[src/rtl/circle_arc_pkg.sv]
// Shared types and constants for the circle_arc octant drawer.
// The octant table encodes, per sub-step, whether x/y swap and which offsets negate.
package circle_arc_pkg;

    typedef enum logic [1:0] {
        IDLE = 2'd0,
        DRAW = 2'd1,
        DONE = 2'd2
    } state_t;

    typedef struct packed {
        logic swap;
        logic neg_x;
        logic neg_y;
    } oct_t;

    // Index k gives the transform for octant k: (cx +/- dx, cy +/- dy), dx/dy = x/y or y/x.
    localparam oct_t [0:7] OCT_TABLE = {
        oct_t'{1'b0, 1'b0, 1'b0},
        oct_t'{1'b1, 1'b0, 1'b0},
        oct_t'{1'b0, 1'b1, 1'b0},
        oct_t'{1'b1, 1'b1, 1'b0},
        oct_t'{1'b0, 1'b1, 1'b1},
        oct_t'{1'b1, 1'b1, 1'b1},
        oct_t'{1'b0, 1'b0, 1'b1},
        oct_t'{1'b1, 1'b0, 1'b1}
    };

    localparam int SCREEN_W_DEFAULT = 160;
    localparam int SCREEN_H_DEFAULT = 120;

    function automatic int max3(input int a, input int b, input int c);
        int m;
        m = (a > b) ? a : b;
        return (m > c) ? m : c;
    endfunction

endpackage

[src/rtl/circle_octant_map.sv]
// Combinational octant mapper: turns a first-octant offset (x, y) into the
// signed screen position for octant sub around centre (cx, cy).
module circle_octant_map
    import circle_arc_pkg::*;
#(
    parameter int X_W = 8,
    parameter int Y_W = 7,
    parameter int C_W = 10
) (
    input  logic [X_W-1:0]        cx,
    input  logic [Y_W-1:0]        cy,
    input  logic signed [C_W-1:0] x,
    input  logic signed [C_W-1:0] y,
    input  logic [2:0]            sub,
    output logic signed [C_W-1:0] px,
    output logic signed [C_W-1:0] py
);

    oct_t                  oct;
    logic signed [C_W-1:0] cx_s;
    logic signed [C_W-1:0] cy_s;
    logic signed [C_W-1:0] dx;
    logic signed [C_W-1:0] dy;

    // NOTE: every variable is assigned on every path through the block, so no latch is inferred.
    always_comb begin
        oct  = OCT_TABLE[sub];
        cx_s = C_W'(cx);
        cy_s = C_W'(cy);
        dx   = oct.swap ? y : x;
        dy   = oct.swap ? x : y;
        px   = oct.neg_x ? (cx_s - dx) : (cx_s + dx);
        py   = oct.neg_y ? (cy_s - dy) : (cy_s + dy);
    end

endmodule

[src/rtl/circle_arc.sv]
// Bresenham circle/arc drawer emitting one candidate pixel per clock, eight octants per step.
// Optional clip window enabled by defining CIRCLE_ARC_CLIP_EN.
module circle_arc
    import circle_arc_pkg::*;
#(
    parameter int X_W      = 8,
    parameter int Y_W      = 7,
    parameter int R_W      = 8,
    parameter int COLOUR_W = 3,
    parameter int SCREEN_W = SCREEN_W_DEFAULT,
    parameter int SCREEN_H = SCREEN_H_DEFAULT
) (
    input  logic                clk,
    input  logic                rst,
    input  logic                start,
    input  logic [COLOUR_W-1:0] colour,
    input  logic [X_W-1:0]      centre_x,
    input  logic [Y_W-1:0]      centre_y,
    input  logic [R_W-1:0]      radius,
    input  logic [7:0]          octant_mask,
`ifdef CIRCLE_ARC_CLIP_EN
    input  logic [X_W-1:0]      clip_x0,
    input  logic [X_W-1:0]      clip_x1,
    input  logic [Y_W-1:0]      clip_y0,
    input  logic [Y_W-1:0]      clip_y1,
`endif
    output logic                busy,
    output logic                done,
    output logic [X_W-1:0]      vga_x,
    output logic [Y_W-1:0]      vga_y,
    output logic [COLOUR_W-1:0] vga_colour,
    output logic                vga_plot
);

    localparam int C_W = max3(X_W, Y_W, R_W) + 2;

    state_t                state_q;
    state_t                state_d;
    logic signed [C_W-1:0] x_q;
    logic signed [C_W-1:0] y_q;
    logic signed [C_W-1:0] crit_q;
    logic [2:0]            sub_q;
    logic [X_W-1:0]        cx_q;
    logic [Y_W-1:0]        cy_q;
    logic [COLOUR_W-1:0]   colour_q;
    logic [7:0]            mask_q;
`ifdef CIRCLE_ARC_CLIP_EN
    logic [X_W-1:0]        clip_x0_q;
    logic [X_W-1:0]        clip_x1_q;
    logic [Y_W-1:0]        clip_y0_q;
    logic [Y_W-1:0]        clip_y1_q;
`endif

    logic signed [C_W-1:0] x_step;
    logic signed [C_W-1:0] y_step;
    logic signed [C_W-1:0] crit_step;
    logic                  step_more;
    logic signed [C_W-1:0] px;
    logic signed [C_W-1:0] py;
    logic signed [31:0]    px_ext;
    logic signed [31:0]    py_ext;
    logic                  on_screen;
    logic                  in_window;

    always_comb begin
        y_step = y_q + C_W'(1);
        x_step = x_q;
        if (crit_q <= 0) begin
            crit_step = crit_q + (y_step <<< 1) + C_W'(1);
        end else begin
            x_step    = x_q - C_W'(1);
            crit_step = crit_q + ((y_step - x_step) <<< 1) + C_W'(1);
        end
        step_more = (y_step <= x_step);
    end

    // NOTE: rst is sampled only on the clock edge and overrides every other transition, including mid-draw.
    always_ff @(posedge clk) begin
        if (rst) begin
            state_q <= IDLE;
        end else begin
            state_q <= state_d;
        end
    end

    always_comb begin
        state_d = state_q;
        busy    = 1'b0;
        done    = 1'b0;
        case (state_q)
            IDLE: begin
                if (start) state_d = DRAW;
            end
            DRAW: begin
                busy = 1'b1;
                if (sub_q == 3'd7) state_d = step_more ? DRAW : DONE;
            end
            DONE: begin
                busy    = 1'b1;
                done    = 1'b1;
                state_d = IDLE;
            end
            default: state_d = IDLE;
        endcase
    end

    // NOTE: state registers use non-blocking assignments so every register sees pre-edge values.
    always_ff @(posedge clk) begin
        if (rst) begin
            x_q       <= '0;
            y_q       <= '0;
            crit_q    <= '0;
            sub_q     <= '0;
            cx_q      <= '0;
            cy_q      <= '0;
            colour_q  <= '0;
            mask_q    <= '0;
`ifdef CIRCLE_ARC_CLIP_EN
            clip_x0_q <= '0;
            clip_x1_q <= '0;
            clip_y0_q <= '0;
            clip_y1_q <= '0;
`endif
        end else begin
            case (state_q)
                IDLE: begin
                    if (start) begin
                        cx_q      <= centre_x;
                        cy_q      <= centre_y;
                        colour_q  <= colour;
                        mask_q    <= octant_mask;
`ifdef CIRCLE_ARC_CLIP_EN
                        clip_x0_q <= clip_x0;
                        clip_x1_q <= clip_x1;
                        clip_y0_q <= clip_y0;
                        clip_y1_q <= clip_y1;
`endif
                        x_q       <= C_W'(radius);
                        y_q       <= '0;
                        crit_q    <= C_W'(1) - C_W'(radius);
                        sub_q     <= '0;
                    end
                end
                DRAW: begin
                    sub_q <= sub_q + 3'd1;
                    if (sub_q == 3'd7) begin
                        x_q    <= x_step;
                        y_q    <= y_step;
                        crit_q <= crit_step;
                    end
                end
                default: ;
            endcase
        end
    end

    circle_octant_map #(
        .X_W (X_W),
        .Y_W (Y_W),
        .C_W (C_W)
    ) u_map (
        .cx  (cx_q),
        .cy  (cy_q),
        .x   (x_q),
        .y   (y_q),
        .sub (sub_q),
        .px  (px),
        .py  (py)
    );

    assign px_ext     = 32'(px);
    assign py_ext     = 32'(py);
    assign vga_x      = px[X_W-1:0];
    assign vga_y      = py[Y_W-1:0];
    assign vga_colour = colour_q;

    always_comb begin
        on_screen = (px_ext >= 0) && (px_ext < SCREEN_W) && (py_ext >= 0) && (py_ext < SCREEN_H);
        in_window = 1'b1;
`ifdef CIRCLE_ARC_CLIP_EN
        // An inverted window fails one bound for every pixel, so nothing plots.
        in_window = (px_ext >= $signed(32'(clip_x0_q))) && (px_ext <= $signed(32'(clip_x1_q)))
                 && (py_ext >= $signed(32'(clip_y0_q))) && (py_ext <= $signed(32'(clip_y1_q)));
`endif
        vga_plot = (state_q == DRAW) && mask_q[sub_q] && on_screen && in_window;
    end

endmodule

[config.mk]
export PLATFORM = sky130hd
export DESIGN_NAME = circle_arc
export DESIGN_NICKNAME = d
export VERILOG_FILES = /design/src/rtl/circle_arc_pkg.sv /design/src/rtl/circle_octant_map.sv /design/src/rtl/circle_arc.sv
export SDC_FILE = /design/constraint.sdc
export NUM_CORES = 1
export LEC_CHECK = 0
export ABC_AREA = 0
export ABC_CLOCK_PERIOD_IN_PS = 15700
export CORE_UTILIZATION = 30
export CTS_CLUSTER_DIAMETER = 100
export DETAILED_ROUTE_END_ITERATION = 6
export PLACE_DENSITY_LB_ADDON = 0.15
export RECOVER_POWER = 50
export SLEW_MARGIN = 20
export SYNTH_ARGS = -nofsm -noshare
export SYNTH_HDL_FRONTEND = slang
export SYNTH_SLANG_ARGS = --single-unit
[constraint.sdc]
create_clock -name clk -period 15.7 [get_ports clk]
set_input_delay 4.71 -clock clk [delete_from_list [all_inputs] [get_ports clk]]
set_output_delay 4.71 -clock clk [all_outputs]
set_load 0.02 [all_outputs]
==> summary.md <==
| Metric | Value |
|---|---|
| Top cells by area, synth | dfxtp_1 (21%), ha_1 (13%), nand2_1 (6.7%) |
| WP data required | 10990 ps |
| Worst-path maximum fanout | 42 |
| Clock sinks | about 60 |
| Crit path time final | 9630 ps |
| Hold Crit Class | flip-flop to flip-flop |
| Initial Util | 30.9% |
| Detail Placement HPWL | around 12000 um |
| Fin crit share | around 61% |
| Worst-path clk slew | approximately 60 ps |
| Yosys cell types | 63 |
| Max Cap Viol | 0 |
| Drt pass-1 iters | 7 |
| Chip height | 141 um |
| Worst skew pair latency | around 350 ps |
| R2r worst-path depth | 13 |
| TritonCTS clock tree | built |
| # diodes | 0 |
| Post-synth EDFFs | 0 |
| #FFs+latches synth | 61 |
| H-tree Lvls | 3 |
| WP buf/inv | 2 |
| Area Growth Syn to Fin | 18.3% |
| Yosys warnings | 0 |
| # port buffers | 57 |
| Vias in the first global route | 4879 |
| Gr usage total | around 17% |
| Hold endpoint | vga_colour[1] |
| Mapped Area | a little under 6000 sq um |
| Setup violations, final | 0 |
| DRC | 0 |
| Die Span X | 141 um |
| Cts repair resizes | 0 |
| Largest net degree at the start of global routing | 63 |
| CP delay by family, top | compound AO/OA/AOI/OAI gates |
| Crit-path slowest cell | clkdlybuf4s50_1 |
| Critical Path Source Type | flip-flop |
| Layout cell share with drive strength beyond 1 | 4.54% |
| Total CTS buffers | 9 |
| Core area | approximately 19000 sq um |
| Hold Violations, Final | 0 |
| Worst Tran Pin Value | 1350 ps |
| Hold path start | vga_colour[1] |
| Crit-path cells | buf_4, mux2i_1, ha_1, nor2_1, xor2_1, ha_1, nand2_1, a21oi_1, o41ai_2, mux2_2, a222oi_1, o311ai_1, o2111ai_1, a221oi_2, clkdlybuf4s50_1 |
| Io pins | 58 |
| Hold slack | about 450 ps |
| Initial antenna violation count | 0 |
| Vias per inst | 5.00 |
| Crit. End Element | output port |
| Nets | approximately 910 |
| Asr flop ratio synth | 0% |
| First-pass GRT wire length | about 26000 um |
| Area leader, netlist | dfxtp_1 |
| Grt ovf | 0 |
| Reg2reg end | state_q[1] |
| FF-to-FF Start | crit_q[0] |
| Peak Freq | 104 MHz |
| Ys flop type | dfxtp_1 |
| Setup repair bufs after CTS | 0 |
| Root Driver | clkbuf_16 |
| Post-Syn Instances | 781 |
| Most Frequent Cell on Critical Path | ha_1 |
| GP Congestion | 0.788 |
| Sequential cell area fraction in the yosys report | between 20% and 30% |
| RSZ-0062 raised after global routing | false |
| Status | complete, no violations |
| Worst-case clock buffer depth | 2 |
| Die area | 20000 sq um |
| Area share of the largest cell type after synthesis | a little over a fifth |
| Count of hold-fix buffers inserted at cts | 0 |
| Initial DRC Count | between 300 and 400 |
| Mean Syn Cell Area | 7.46 sq um |
| Slowest cell delay on critical path | 540 ps |
| Wire length per cell | 15.0 um |
| Slew Viols, Final | 0 |
| Slew Limit Headroom | 9.77% |
| Final setup TNS | 0 ps |
| Mapped Nets | between 800 and 900 |
| Crit path arrival time | 4920 ps |
| Worst reg2reg setup slack | about 12000 ps |
| Row count | 50 |
| Vias | roughly 5.4k |
| Detail Route Antenna Nets | 0 |
| Final Skew | about 12 ps |
| WL final | about 16000 um |
| Worst Hold Path Cells | 2 |
| Setup CP Type | flip-flop to output port |
## worst min-delay path: stages, from the launching register on
cell and delay [ps]:
dfxtp_1 300, nand2_1 50, a21oi_1 50
## placed cells by master (no fill, tap or decap), types with 5 or more instances in the layout
cell,count
fa_1,5
nand2_1,104
inv_1,27
o21ai_0,36
xnor2_1,36
nor2b_1,9
clkdlybuf4s50_1,51
nor2_1,94
a22oi_1,6
xor2_1,40
nor3_1,31
a21oi_1,77
a31oi_1,6
and3_1,5
mux2i_1,26
a21o_1,8
o21bai_1,5
nand3_1,13
buf_4,5
a2bb2oi_1,5
dfxtp_1,60
o21a_1,8
nor4_1,6
clkbuf_16,9
ha_1,59
a211oi_1,11
dlygate4sd3_1,5
## area by class of cell
type | instances | area [sq um]
tap | 260 | 325
fill | 2025 | 12000
inverter | 27 | 101
timing repair buffer | 63 | 607
sequential | 61 | 1220
clock inverter | 7 | 98.8
clock buffer | 9 | 225
multi-input combinational | 648 | 4320
## per-stage QoR
step | worst slack [ps] | utilization [%] | instances | instance area (sq um)
6_report | 6070 | 36.5 | 1075 | 6900
5_1_grt | 5690 | 36.5 | 1075 | 6900
4_1_cts | 6110 | 36.5 | 1075 | 6900
3_5_place_dp | 6490 | 34.8 | 1059 | 6580
3_3_place_gp | 6550 | 34.8 | 1059 | 6580
2_1_floorplan | 6480 | - | 781 | 5830
## cells in the mapped netlist (5+ instances only)
| cell type | number |
|---|---|
| a211oi_1 | 11 |
| nand2_1 | 104 |
| buf_2 | 7 |
| nor3_1 | 31 |
| a31oi_1 | 7 |
| inv_1 | 27 |
| a21oi_1 | 77 |
| and3_1 | 5 |
| o21a_1 | 8 |
| clkbuf_1 | 33 |
| mux2i_1 | 26 |
| a21o_1 | 8 |
| o21bai_1 | 5 |
| xor2_1 | 40 |
| xnor2_1 | 36 |
| a2bb2oi_1 | 5 |
| nand3_1 | 13 |
| a22oi_1 | 6 |
| ha_1 | 59 |
| nor2b_1 | 9 |
| o21ai_0 | 35 |
| dfxtp_1 | 61 |
| nor2_1 | 94 |
| nor4_1 | 6 |
| fa_1 | 5 |
## logic make-up (layout without fill, tap and decap cells)
group	count (synthesis)	in the layout	share of synthesized area (%)
compound gates	192	192	20.6
xor+xnor	76	76	11.4
fa+ha+maj	64	64	14.4
buf+inv	72	106	5.11
flops	61	61	20.9
mux	31	31	5.82
simple gates	285	285	21.7
## worst max path at each step
stage | cells past startpoint | endpoint | from | slack (ps)
6_report | 15 | vga_plot | sub_q[0] | 6070
5_1_grt | 15 | vga_plot | sub_q[0] | 5690
4_1_cts | 14 | vga_plot | sub_q[0] | 6110
3_5_place_dp | 14 | vga_plot | sub_q[0] | 6490
3_3_place_gp | 14 | vga_plot | sub_q[0] | 6550
2_1_floorplan | 18 | vga_plot | sub_q[0] | 6480
## registers in the layout, summed over array words and instances (netlist names)
signal      cells
x_q            10
state_q         2
cx_q            8
sub_q           3
mask_q          8
y_q            10
cy_q            7
crit_q         10
vga_colour      3
## per-layer routing
layer	share of wire, %	GRT usage (%)	vias up
met5	0	0	-
met1	51	24.1	2452
met4	1.3	4.98	0
met3	3.8	2.50	16
li1	-	-	2813
met2	44	25.1	95
Power is not shown: default switching activity piles up to over one toggle a cycle in this logic, so the estimate is an artifact.
